### src/rtl/fpu_pkg.sv
// fpu_pkg: shared FP ALU widths, flag bit positions and the response entry layout.
package fpu_pkg;
   localparam int FP_W     = 32;
   localparam int FLAG_W   = 3;
   localparam int ID_MAX_W = 3;
   localparam int FLAG_EXC = 0;
   localparam int FLAG_UNF = 1;
   localparam int FLAG_OVF = 2;

   typedef struct packed {
      logic [ID_MAX_W-1:0] id;
      logic [FP_W-1:0]     result;
      logic [FLAG_W-1:0]   flags;
   } resp_t;
endpackage

### src/rtl/fpu_sync_fifo.sv
// fpu_sync_fifo: synchronous-reset FIFO with occupancy count; pop on empty is ignored.
module fpu_sync_fifo #(
   parameter int WIDTH = 8,
   parameter int DEPTH = 8
) (
   input  logic                         clk,
   input  logic                         rst,
   input  logic                         push,
   input  logic [WIDTH-1:0]             din,
   input  logic                         pop,
   output logic [WIDTH-1:0]             dout,
   output logic                         empty,
   output logic [$clog2(DEPTH+1)-1:0]   count
);
   localparam int CNT_W = $clog2(DEPTH + 1);
   localparam int PTR_W = (DEPTH > 1) ? $clog2(DEPTH) : 1;

   logic [WIDTH-1:0] mem [DEPTH];
   logic [PTR_W-1:0] wr, rd;
   logic             do_pop;

   function automatic logic [PTR_W-1:0] inc(input logic [PTR_W-1:0] p);
      return (p == PTR_W'(DEPTH - 1)) ? '0 : p + 1'b1;
   endfunction

   assign empty  = (count == '0);
   assign do_pop = pop & ~empty;
   assign dout   = mem[rd];

   always_ff @(posedge clk) begin
      if (push) mem[wr] <= din;
   end

   always_ff @(posedge clk) begin
      if (rst) begin
         wr    <= '0;
         rd    <= '0;
         count <= '0;
      end else begin
         if (push) wr <= inc(wr);
         if (do_pop) rd <= inc(rd);
         count <= count + CNT_W'(push) - CNT_W'(do_pop);
      end
   end

   // Upstream credit accounting guarantees a free slot for every push.
   assert property (@(posedge clk) disable iff (rst) !(push && count == CNT_W'(DEPTH)));
endmodule

### src/rtl/fpu_mul_scheduler.sv
// fpu_mul_scheduler: round-robin sharing of one fixed-latency FP32 multiplier, tagged and credit-limited.
// Define FPMUL_SCHED_PRIO0_EN to give requester 0 strict priority over a round-robin among the rest.
module fpu_mul_scheduler
   import fpu_pkg::*;
#(
   parameter int NUM_REQ    = 4,
   parameter int MUL_LAT    = 3,
   parameter int RESP_DEPTH = 8
) (
   input  logic                       clk,
   input  logic                       rst,
   input  logic [NUM_REQ-1:0]         req_valid,
   output logic [NUM_REQ-1:0]         req_ready,
   input  logic [FP_W*NUM_REQ-1:0]    req_a,
   input  logic [FP_W*NUM_REQ-1:0]    req_b,
   output logic                       mul_valid,
   output logic [FP_W-1:0]            mul_a,
   output logic [FP_W-1:0]            mul_b,
   input  logic [FP_W-1:0]            mul_result,
   input  logic [FLAG_W-1:0]          mul_flags,
   output logic                       resp_valid,
   input  logic                       resp_ready,
   output logic [$clog2(NUM_REQ)-1:0] resp_id,
   output logic [FP_W-1:0]            resp_result,
   output logic [FLAG_W-1:0]          resp_flags
);
   localparam int ID_W  = $clog2(NUM_REQ);
   localparam int FC_W  = $clog2(RESP_DEPTH + 1);
   localparam int CNT_W = $clog2(RESP_DEPTH + MUL_LAT + 2) + 1;
`ifdef FPMUL_SCHED_PRIO0_EN
   localparam logic [ID_W-1:0] PTR_RST = ID_W'(1);
`else
   localparam logic [ID_W-1:0] PTR_RST = '0;
`endif

   logic [ID_W-1:0]  ptr, ptr_nxt, win, idx, issue_id;
   logic             found, grant;
   logic [CNT_W-1:0] cnt;
   logic [MUL_LAT-1:0] tag_v;
   logic [ID_W-1:0]  tag_id [MUL_LAT];
   logic [FC_W-1:0]  fifo_count;
   logic             fifo_empty;
   resp_t            push_entry, head;

   // Every accepted request owns a FIFO slot until it is popped.
   always_comb begin
      cnt = CNT_W'(mul_valid) + CNT_W'(fifo_count);
      for (int i = 0; i < MUL_LAT; i++) cnt = cnt + CNT_W'(tag_v[i]);
   end

   always_comb begin
      win   = '0;
      idx   = '0;
      found = 1'b0;
`ifdef FPMUL_SCHED_PRIO0_EN
      if (req_valid[0]) found = 1'b1;
      for (int k = 0; k < NUM_REQ - 1; k++) begin
         idx = ID_W'(1 + (int'(ptr) - 1 + k) % (NUM_REQ - 1));
         if (!found && req_valid[idx]) begin
            found = 1'b1;
            win   = idx;
         end
      end
      ptr_nxt = (win == '0) ? ptr : (win == ID_W'(NUM_REQ - 1)) ? ID_W'(1) : win + 1'b1;
`else
      for (int k = 0; k < NUM_REQ; k++) begin
         idx = ID_W'((int'(ptr) + k) % NUM_REQ);
         if (!found && req_valid[idx]) begin
            found = 1'b1;
            win   = idx;
         end
      end
      ptr_nxt = (win == ID_W'(NUM_REQ - 1)) ? '0 : win + 1'b1;
`endif
      grant     = found && !rst && (cnt < CNT_W'(RESP_DEPTH));
      req_ready = grant ? (NUM_REQ'(1) << win) : '0;
   end

   always_ff @(posedge clk) begin
      if (rst) begin
         ptr       <= PTR_RST;
         mul_valid <= 1'b0;
         mul_a     <= '0;
         mul_b     <= '0;
         issue_id  <= '0;
         tag_v     <= '0;
         for (int i = 0; i < MUL_LAT; i++) tag_id[i] <= '0;
      end else begin
         mul_valid <= grant;
         tag_v[0]  <= mul_valid;
         tag_id[0] <= issue_id;
         for (int i = 1; i < MUL_LAT; i++) begin
            tag_v[i]  <= tag_v[i-1];
            tag_id[i] <= tag_id[i-1];
         end
         if (grant) begin
            mul_a    <= req_a[int'(win)*FP_W +: FP_W];
            mul_b    <= req_b[int'(win)*FP_W +: FP_W];
            issue_id <= win;
            ptr      <= ptr_nxt;
         end
      end
   end

   assign push_entry = '{id: ID_MAX_W'(tag_id[MUL_LAT-1]), result: mul_result, flags: mul_flags};

   fpu_sync_fifo #(
      .WIDTH($bits(resp_t)),
      .DEPTH(RESP_DEPTH)
   ) u_resp_fifo (
      .clk   (clk),
      .rst   (rst),
      .push  (tag_v[MUL_LAT-1]),
      .din   (push_entry),
      .pop   (resp_ready),
      .dout  (head),
      .empty (fifo_empty),
      .count (fifo_count)
   );

   // Storage is not reset, so the outputs are forced to zero while empty.
   assign resp_valid  = ~fifo_empty;
   assign resp_id     = resp_valid ? ID_W'(head.id) : '0;
   assign resp_result = resp_valid ? head.result : '0;
   assign resp_flags  = resp_valid ? head.flags : '0;
endmodule

### config.mk
export PLATFORM = sky130hd
export DESIGN_NAME = fpu_mul_scheduler
export DESIGN_NICKNAME = d
export VERILOG_FILES = /design/src/rtl/fpu_pkg.sv /design/src/rtl/fpu_sync_fifo.sv /design/src/rtl/fpu_mul_scheduler.sv
export SDC_FILE = /design/constraint.sdc
export NUM_CORES = 1
export LEC_CHECK = 0
export BUFFER_PORTS_ARGS = -buffer_cell sky130_fd_sc_hd__buf_2
export CAP_MARGIN = 5
export CORE_ASPECT_RATIO = 0.75
export CORE_MARGIN = 4
export CORE_UTILIZATION = 55
export CTS_BUF_LIST = sky130_fd_sc_hd__clkbuf_8
export DETAILED_ROUTE_END_ITERATION = 16
export PLACE_DENSITY = 0.91
export SKIP_LAST_GASP = 1
export SLEW_MARGIN = 20
export SYNTH_ARGS = -nofsm -noshare
export SYNTH_HDL_FRONTEND = slang
export SYNTH_SLANG_ARGS = --single-unit
### constraint.sdc
create_clock -name clk -period 4.59 [get_ports clk]
set_clock_uncertainty 0.2 [all_clocks]
set_input_delay 0.6885 -clock clk [delete_from_list [all_inputs] [get_ports clk]]
set_output_delay 0.6885 -clock clk [all_outputs]
set_load 0.02 [all_outputs]
==> out/results.tsv, run 1 <==
stage	metric	value	unit
routing	antenna_left	0	
placement	dp_hpwl	30700	microns
clock_tree	cts_htree_levels	2	
power_and_ir_drop	ir_worst_vdd	0.349	mV
clock_tree	ctsResizeCount	0	
synthesis	syn_avg_cell_area	16.6	sq um
power_and_ir_drop	p_total	10.6	mW
timing	fin_crit	4.02	ns
worst_setup_path	cp_top_family	adder cells	
synthesis	ys_seq_area_frac	0.647	
synthesis	synth_cell_types	43	
synthesis	ys_warn_count	0	
grt	grt_pass1_wl	67100	microns
placement	place.gp.congestion	0.980	
timing	hold_violations	0	
outcome	status	finished, final reports clean	
timing	hold_ws	0.154	ns
worst_setup_path	worstReg2RegStart	tag_v[2]$_SDFF_PP0_	
floorplanning	start_util	0.563	
worst_setup_path	setup.worst_path.class	flip-flop to output port	
synthesis	synth_area	16600	sq um
floorplanning	die_x	208	microns
worst_hold_path	hold_class	input pin to flip-flop	
synthesis	ys_ff_latch	387	
floorplanning	ios	405	
clock_tree	clkSinkCount	387	
timing	finalSetupViolCount	0	
worst_setup_path	cp-end-kind	output port	
timing	max_slew_margin	0.282	
grt	grt_pass1_vias	11500	
clock_tree	cts_setup_buffers	0	
synthesis	synth_nets	1314	
grt	antenna_found_initial	7	
clock_tree	cts_tree	done	
clock_tree	cts_hold_buf	0	
worst_setup_path	setup.worst_path.end	req_ready[3]	
worst_setup_path	path_max_fanout	7	
timing	post-route-period-util	0.877	
worst_setup_path	rrSetupSlack	1.20	ns
floorplanning	rows	54	
worst_setup_path	critPathRequiredTime	3.70	ns
floorplanning	die_area	33000	sq um
routing	vias	10900	
finish	utilization	0.683	
floorplanning	die_y	158	microns
power_and_ir_drop	p_leak	7.85	nW
worst_setup_path	cp_data_arrival_time	3.14	ns
synthesis	synthCells	998	
grt	met3_usage	0.0618	
routing	wl_per_cell	24.1	microns
worst_setup_path	r2r_end	mul_a[25]$_SDFFE_PP0P_	
grt	grtUsageMet1	0.338	
worst_setup_path	cp_slowest_cell	dfxtp_1	
timing	tightest_slew	1.08	ns
finish	nFillCells	1966	
worst_setup_path	slowest_delay	0.51	ns
synthesis	yosysTopAreaCell	edfxtp_1	
clock_tree	root_buffer	clkbuf_8	
worst_setup_path	critPathLaunch	tag_v[2]$_SDFF_PP0_	
grt	use_met2	0.455	
worst_hold_path	whs_path_depth	1	
timing	grt_setup_unrepaired	no	
synthesis	yosys.area.top_type_share	0.537	
clock_tree	cts_buffer_depth	3	
finish	drive_gt1_frac	0.419	
worst_setup_path	cp.depth	8	
finish	nNetsFinal	1721	
worst_setup_path	worstPathBufferInverterCount	2	
routing	wl	44500	microns
grt	grt_max_degree	108	
power_and_ir_drop	powerDensity	527	nW/um^2
worst_setup_path	reg2reg_depth	8	
placement	preCtsSetupSlack	0.924	ns
timing	setup_ws	0.566	ns
clock_tree	cts_buffers	55	
finish	area_growth	21.2	%
floorplanning	core_area	29400	sq um
timing	maxSlewViolCount	0	
timing	timing.fmax	0.249	GHz
clock_tree	clkTransAtPathRegs	0.07	ns
grt	gr-usage-all-layers	0.266	
worst_setup_path	crit_chain	fa_1 -> ha_1 -> a211o_1 -> a21oi_1 -> o21ai_4 -> inv_1 -> and2_1 -> buf_2	
timing	finalSetupTns	0	ns
run	cap_violations	0	
routing	viasPerCell	5.91	
routing	drc	0	
clock_tree	clkLatencyLatePin	0.60	ns
worst_setup_path	cp-start-kind	flip-flop	
grt	overflow	0	
placement	port_buffers	404	
synthesis	synth_area_leaders	edfxtp_1 (54%), dfxtp_1 (11%), mux4_2 (10%)	
grt	top_usage_layer	met2	
routing	drt_pass1_iterations	5	
routing	drt_iter0_markers	862	
-- metrics by stage --
step | std cells | instance area, sq um
floorplan | 998 | 16600
global placement | 1740 | 19000
detailed placement | 1740 | 19000
CTS | 1844 | 20100
global route | 1846 | 20100
finish | 1847 | 20100
-- worst reg2reg max path: stages (launching register included) --
cell and delay [ns]:
dfxtp_1 0.51, fa_1 0.48, ha_1 0.28, a211o_1 0.33
o2111a_1 0.19, o21bai_1 0.24, or2_2 0.16, buf_4 0.53
o221ai_1 0.29
-- Yosys cell counts (all sizes together) --
cell	count
or3	1
nor3	3
dfxtp	91
ha	16
buf	34
nand2b	5
o221ai	53
o21bai	1
nor4	1
nor2b	14
mux2i	148
nor3b	23
or2	2
o22a	1
o31ai	11
and2b	1
a211oi	22
o21ai	2
xnor2	2
a311oi	1
a21oi	4
a2111oi	1
mux4	74
nor2	56
and2	4
edfxtp	296
nand3b	65
a21o	2
a211o	1
o2111a	1
inv	13
fa	2
o21ba	1
nand2	5
nor4b	1
clkbuf	40
-- cells in the final DEF, fill, tap and decap left out, types with 4 or more instances in the layout --
cell type | Yosys | routed
dfxtp_1 | 91 | 88
clkinv_2 | 0 | 10
a21oi_1 | 4 | 4
buf_2 | 21 | 404
nand2b_1 | 5 | 5
nor2b_1 | 14 | 14
ha_1 | 16 | 16
a211oi_1 | 22 | 22
o221ai_1 | 39 | 39
nand2_1 | 5 | 5
mux4_2 | 74 | 74
clkinv_1 | 0 | 15
nor2_1 | 55 | 49
mux2i_1 | 148 | 148
inv_1 | 10 | 26
buf_4 | 3 | 18
nor2_4 | 1 | 7
edfxtp_1 | 296 | 296
clkbuf_8 | 0 | 57
nor3b_1 | 23 | 22
o221ai_2 | 14 | 14
o31ai_1 | 11 | 11
and2_1 | 4 | 4
nand3b_1 | 65 | 65
-- logic make-up (layout without fill, tap and decap cells) --
logic type,after synthesis,in the layout,synth area share
flops,387,387,0.647
mux,222,222,0.190
simple gates,181,181,0.0673
compound gates,101,101,0.0560
buf+inv,87,541,0.0243
fa+ha+maj,18,18,0.0145
xor+xnor,2,2,0.00106
other cells,0,3,0
-- registers in the layout (all words and copies together) (netlist names), 2 cells and up, named ones only --
| signal | cells |
|---|---|
| issue_id | 2 |
| mul_a | 32 |
| mul_b | 32 |
| ptr | 2 |
| tag_id | 6 |
| tag_v | 3 |
| u_resp_fifo.count | 4 |
| u_resp_fifo.mem | 296 |
| u_resp_fifo.rd | 3 |
| u_resp_fifo.wr | 3 |
-- final cells by class --
type,count,area (sq um),area share
Antenna cell,3,7.51,0.000374
Tap cell,392,490,0.0244
Multi-Input combinational cell,524,5520,0.275
Sequential cell,387,10700,0.534
Timing Repair Buffer,424,2200,0.110
Clock inverter,47,293,0.0146
Inverter,13,48.8,0.00243
Clock buffer,57,785,0.0391
-- per-layer routing --
layer,up-vias,share of wire
li1,4824,-
met1,5468,0.39
met2,525,0.50
met3,104,0.073
met4,4,0.036
met5,-,0.00058
-- how the worst min path moves through the flow --
stage,startpoint,endpoint,slack (ns)
after floorplan,tag_id[0][0]$_SDFF_PP0_,tag_id[0][2]$_SDFF_PP0_,0.21
after global placement,tag_id[0][3]$_SDFF_PP0_,tag_id[0][5]$_SDFF_PP0_,0.22
after detailed placement,tag_id[0][0]$_SDFF_PP0_,tag_id[0][2]$_SDFF_PP0_,0.23
after CTS,mul_flags[0],u_resp_fifo.mem[1][0]$_DFFE_PP_,0.12
after global routing,mul_result[11],u_resp_fifo.mem[2][14]$_DFFE_PP_,0.13
final,mul_result[31],u_resp_fifo.mem[1][34]$_DFFE_PP_,0.15
-- where the power goes --
part           total [mW]  internal [mW]  switching [mW]
registers            4.41           4.09           0.321
logic                3.55           1.45            2.10
clock network        2.62           1.34            1.28
total                10.6           6.88            3.70
Note: power is estimated with default switching activity, not from simulation.
==> run 2, diff against run 1 <==
- CAP_MARGIN: 5 -> 20
- CELL_PAD_IN_SITES_DETAIL_PLACEMENT: unset -> 0
- CELL_PAD_IN_SITES_GLOBAL_PLACEMENT: unset -> 1
- CORE_UTILIZATION: 55 -> 46
- PLACE_DENSITY: 0.91 -> 0.92
==> run 2 against run 1 <==
Cell area about the same. Largest cell class unchanged. Global-route usage decreased by 4.5 points. First-iteration DRC count decreased by 5.1%. Final cell count increased by 3.5%. Highest routed layer unchanged.
==> out/results.tsv, run 2 (same netlist as run 1, synthesis figures left out) <==
stage	metric	value	unit	change
timing	setup_ws	0.690	ns	+0.124 ns
worst_setup_path	reg2reg_depth	8		unchanged
timing	maxSlewViolCount	0		unchanged
worst_setup_path	cp_slowest_cell	dfxtp_1		
power_and_ir_drop	powerDensity	518	nW/um^2	-1.7%
floorplanning	die_y	172	microns	+8.9%
finish	fin_area	20100	sq um	about the same
routing	drc	0		unchanged
worst_setup_path	critPathRequiredTime	3.70	ns	about the same
worst_setup_path	slowest_delay	0.51	ns	about the same
clock_tree	cts_buffers	56		+1.8%
clock_tree	cts_htree_levels	2		unchanged
routing	drt_pass1_iterations	5		unchanged
timing	post-route-period-util	0.850		-0.0269
worst_hold_path	hold_class	input pin to flip-flop		
routing	vias	10700		-2.3%
worst_setup_path	crit_chain	fa_1 -> ha_1 -> a211o_1 -> a21oi_1 -> o21ai_4 -> inv_1 -> and2_1 -> buf_2		
finish	area_growth	21.2	%	about the same
finish	largest-register	u_resp_fifo.mem		
worst_setup_path	setup.worst_path.end	req_ready[1]		
timing	finalSetupViolCount	0		unchanged
floorplanning	rows	59		+9.3%
grt	grt_pass1_vias	11100		-3.4%
grt	gr-usage-all-layers	0.220		-0.0453
worst_setup_path	setup.worst_path.class	flip-flop to output port		
worst_setup_path	cp-end-kind	output port		
clock_tree	clkTransAtPathRegs	0.07	ns	about the same
timing	hold_ws	0.139	ns	-0.0151 ns
timing	fin_crit	3.90	ns	-0.124 ns
routing	drt_iter0_markers	818		-5.1%
finish	utilization	0.572		-0.110
routing	wl_per_cell	23.0	microns	-4.4%
timing	hold_violations	0		unchanged
timing	finalSetupTns	0	ns	unchanged
placement	port_buffers	404		unchanged
clock_tree	root_buffer	clkbuf_8		
finish	nFillCells	2655		+35%
timing	grt_setup_unrepaired	no		
clock_tree	clkSinkCount	387		unchanged
floorplanning	die_area	39100	sq um	+19%
clock_tree	clkLatencyLatePin	0.62	ns	+0.02 ns
finish	final_common_cell	buf_2		
clock_tree	cts_buffer_depth	3		unchanged
worst_setup_path	worstPathBufferInverterCount	2		unchanged
run	cap_violations	0		unchanged
grt	overflow	0		unchanged
worst_setup_path	cp_top_family	adder cells		
finish	nNetsFinal	1723		+0.12%
timing	timing.fmax	0.256	GHz	+3.2%
finish	final_cell_mix	buf_2 (404), edfxtp_1 (296), mux2i_1 (148)		
power_and_ir_drop	ir_worst_vdd	0.316	mV	-9.5%
placement	preCtsSetupSlack	1.20	ns	+0.275 ns
floorplanning	die_x	227	microns	+9.0%
grt	grt_max_degree	108		unchanged
clock_tree	cts_hold_buf	0		unchanged
floorplanning	start_util	0.472		-0.0912
worst_setup_path	cp.depth	8		unchanged
worst_setup_path	cp-start-kind	flip-flop		
worst_setup_path	r2r_end	mul_b[21]$_SDFFE_PP0P_		
routing	viasPerCell	5.58		-5.6%
floorplanning	ios	405		unchanged
timing	max_slew_margin	0.259		-0.0233
worst_setup_path	path_max_fanout	7		unchanged
routing	antenna_left	0		unchanged
finish	top_regs	u_resp_fifo.mem x296, mul_a x32, mul_b x32		
timing	tightest_slew	1.11	ns	+0.0323 ns
placement	place.gp.congestion	0.910		-7.2%
outcome	status	finished, final reports clean		
grt	grt_pass1_wl	65600	microns	-2.2%
worst_hold_path	hold_start	mul_result[0]		
worst_setup_path	critPathLaunch	tag_v[2]$_SDFF_PP0_		
clock_tree	ctsResizeCount	0		unchanged
power_and_ir_drop	p_leak	7.81	nW	-0.50%
floorplanning	core_area	35100	sq um	+19%
clock_tree	cts_tree	done		
finish	largest_register_ffs	296		unchanged
finish	drive_gt1_frac	0.412		-0.00632
routing	wl	44000	microns	-1.0%
worst_setup_path	worstReg2RegStart	tag_v[2]$_SDFF_PP0_		
placement	dp_hpwl	30000	microns	-2.5%
clock_tree	cts_setup_buffers	0		unchanged
grt	antenna_found_initial	8		+1
placement	placement.cell_area	19100	sq um	+0.47%
worst_setup_path	cp_data_arrival_time	3.01	ns	-0.13 ns
worst_setup_path	rrSetupSlack	1.18	ns	-0.02 ns
[run 2: changes by cell type in the layout (fill, tap and decap cells not counted)]
cell	previous run	this run
clkinv_2	10	2
clkinv_1	15	19
inv_1	26	30
bufinv_16	3	1
diode_2	3	5
buf_4	18	19
clkinvlp_4	0	1
inv_6	1	0
inv_8	1	0
or3_2	0	1
or3_4	1	0
[run 2: worst reg2reg max path, delay by kind of cell, from the launching register on]
family / cells / cell delay [ns]
compound gates: 4 / 1.07
fa+ha+maj: 2 / 0.78
flops: 1 / 0.51
simple gates: 1 / 0.42
buf+inv: 1 / 0.32
[run 2: how the worst min path moves through the flow]
stage / depth (start not counted) / slack, ns / endpoint
final: 1 / 0.14 / u_resp_fifo.mem[0][3]$_DFFE_PP_
after global routing: 1 / 0.12 / u_resp_fifo.mem[6][5]$_DFFE_PP_
after CTS: 1 / 0.09 / u_resp_fifo.mem[2][5]$_DFFE_PP_
after detailed placement: 1 / 0.23 / tag_id[0][4]$_SDFF_PP0_
after global placement: 1 / 0.22 / tag_id[0][5]$_SDFF_PP0_
after floorplan: 1 / 0.21 / tag_id[0][2]$_SDFF_PP0_
[run 2: area by class of cell]
cell class	count	area, sq um	area share
Antenna cell	5	12.5	0.000623
Clock buffer	57	785	0.0391
Clock inverter	44	210	0.0105
Inverter	13	48.8	0.00243
Multi-Input combinational cell	524	5520	0.275
Sequential cell	387	10700	0.534
Tap cell	457	572	0.0285
Timing Repair Buffer	425	2200	0.110
[run 2: per-stage QoR]
step,power [mW],cells
2_1_floorplan,6.85,998
3_3_place_gp,7.97,1806
3_5_place_dp,8.02,1806
4_1_cts,10.5,1907
5_1_grt,10.9,1910
6_report,10.4,1912
[run 2: report_power, final]
group | switching (mW) | internal (mW)
clock network | 1.26 | 1.21
registers | 0.287 | 4.09
logic | 2.11 | 1.45
[run 2: per-layer routing]
| layer | up-vias | track usage | part of all wire |
|---|---|---|---|
| li1 | 4832 | - | - |
| met1 | 5362 | 0.285 | 0.40 |
| met2 | 405 | 0.373 | 0.51 |
| met3 | 68 | 0.0558 | 0.074 |
| met4 | 4 | 0.0639 | 0.022 |
| met5 | - | 0 | 0.00070 |
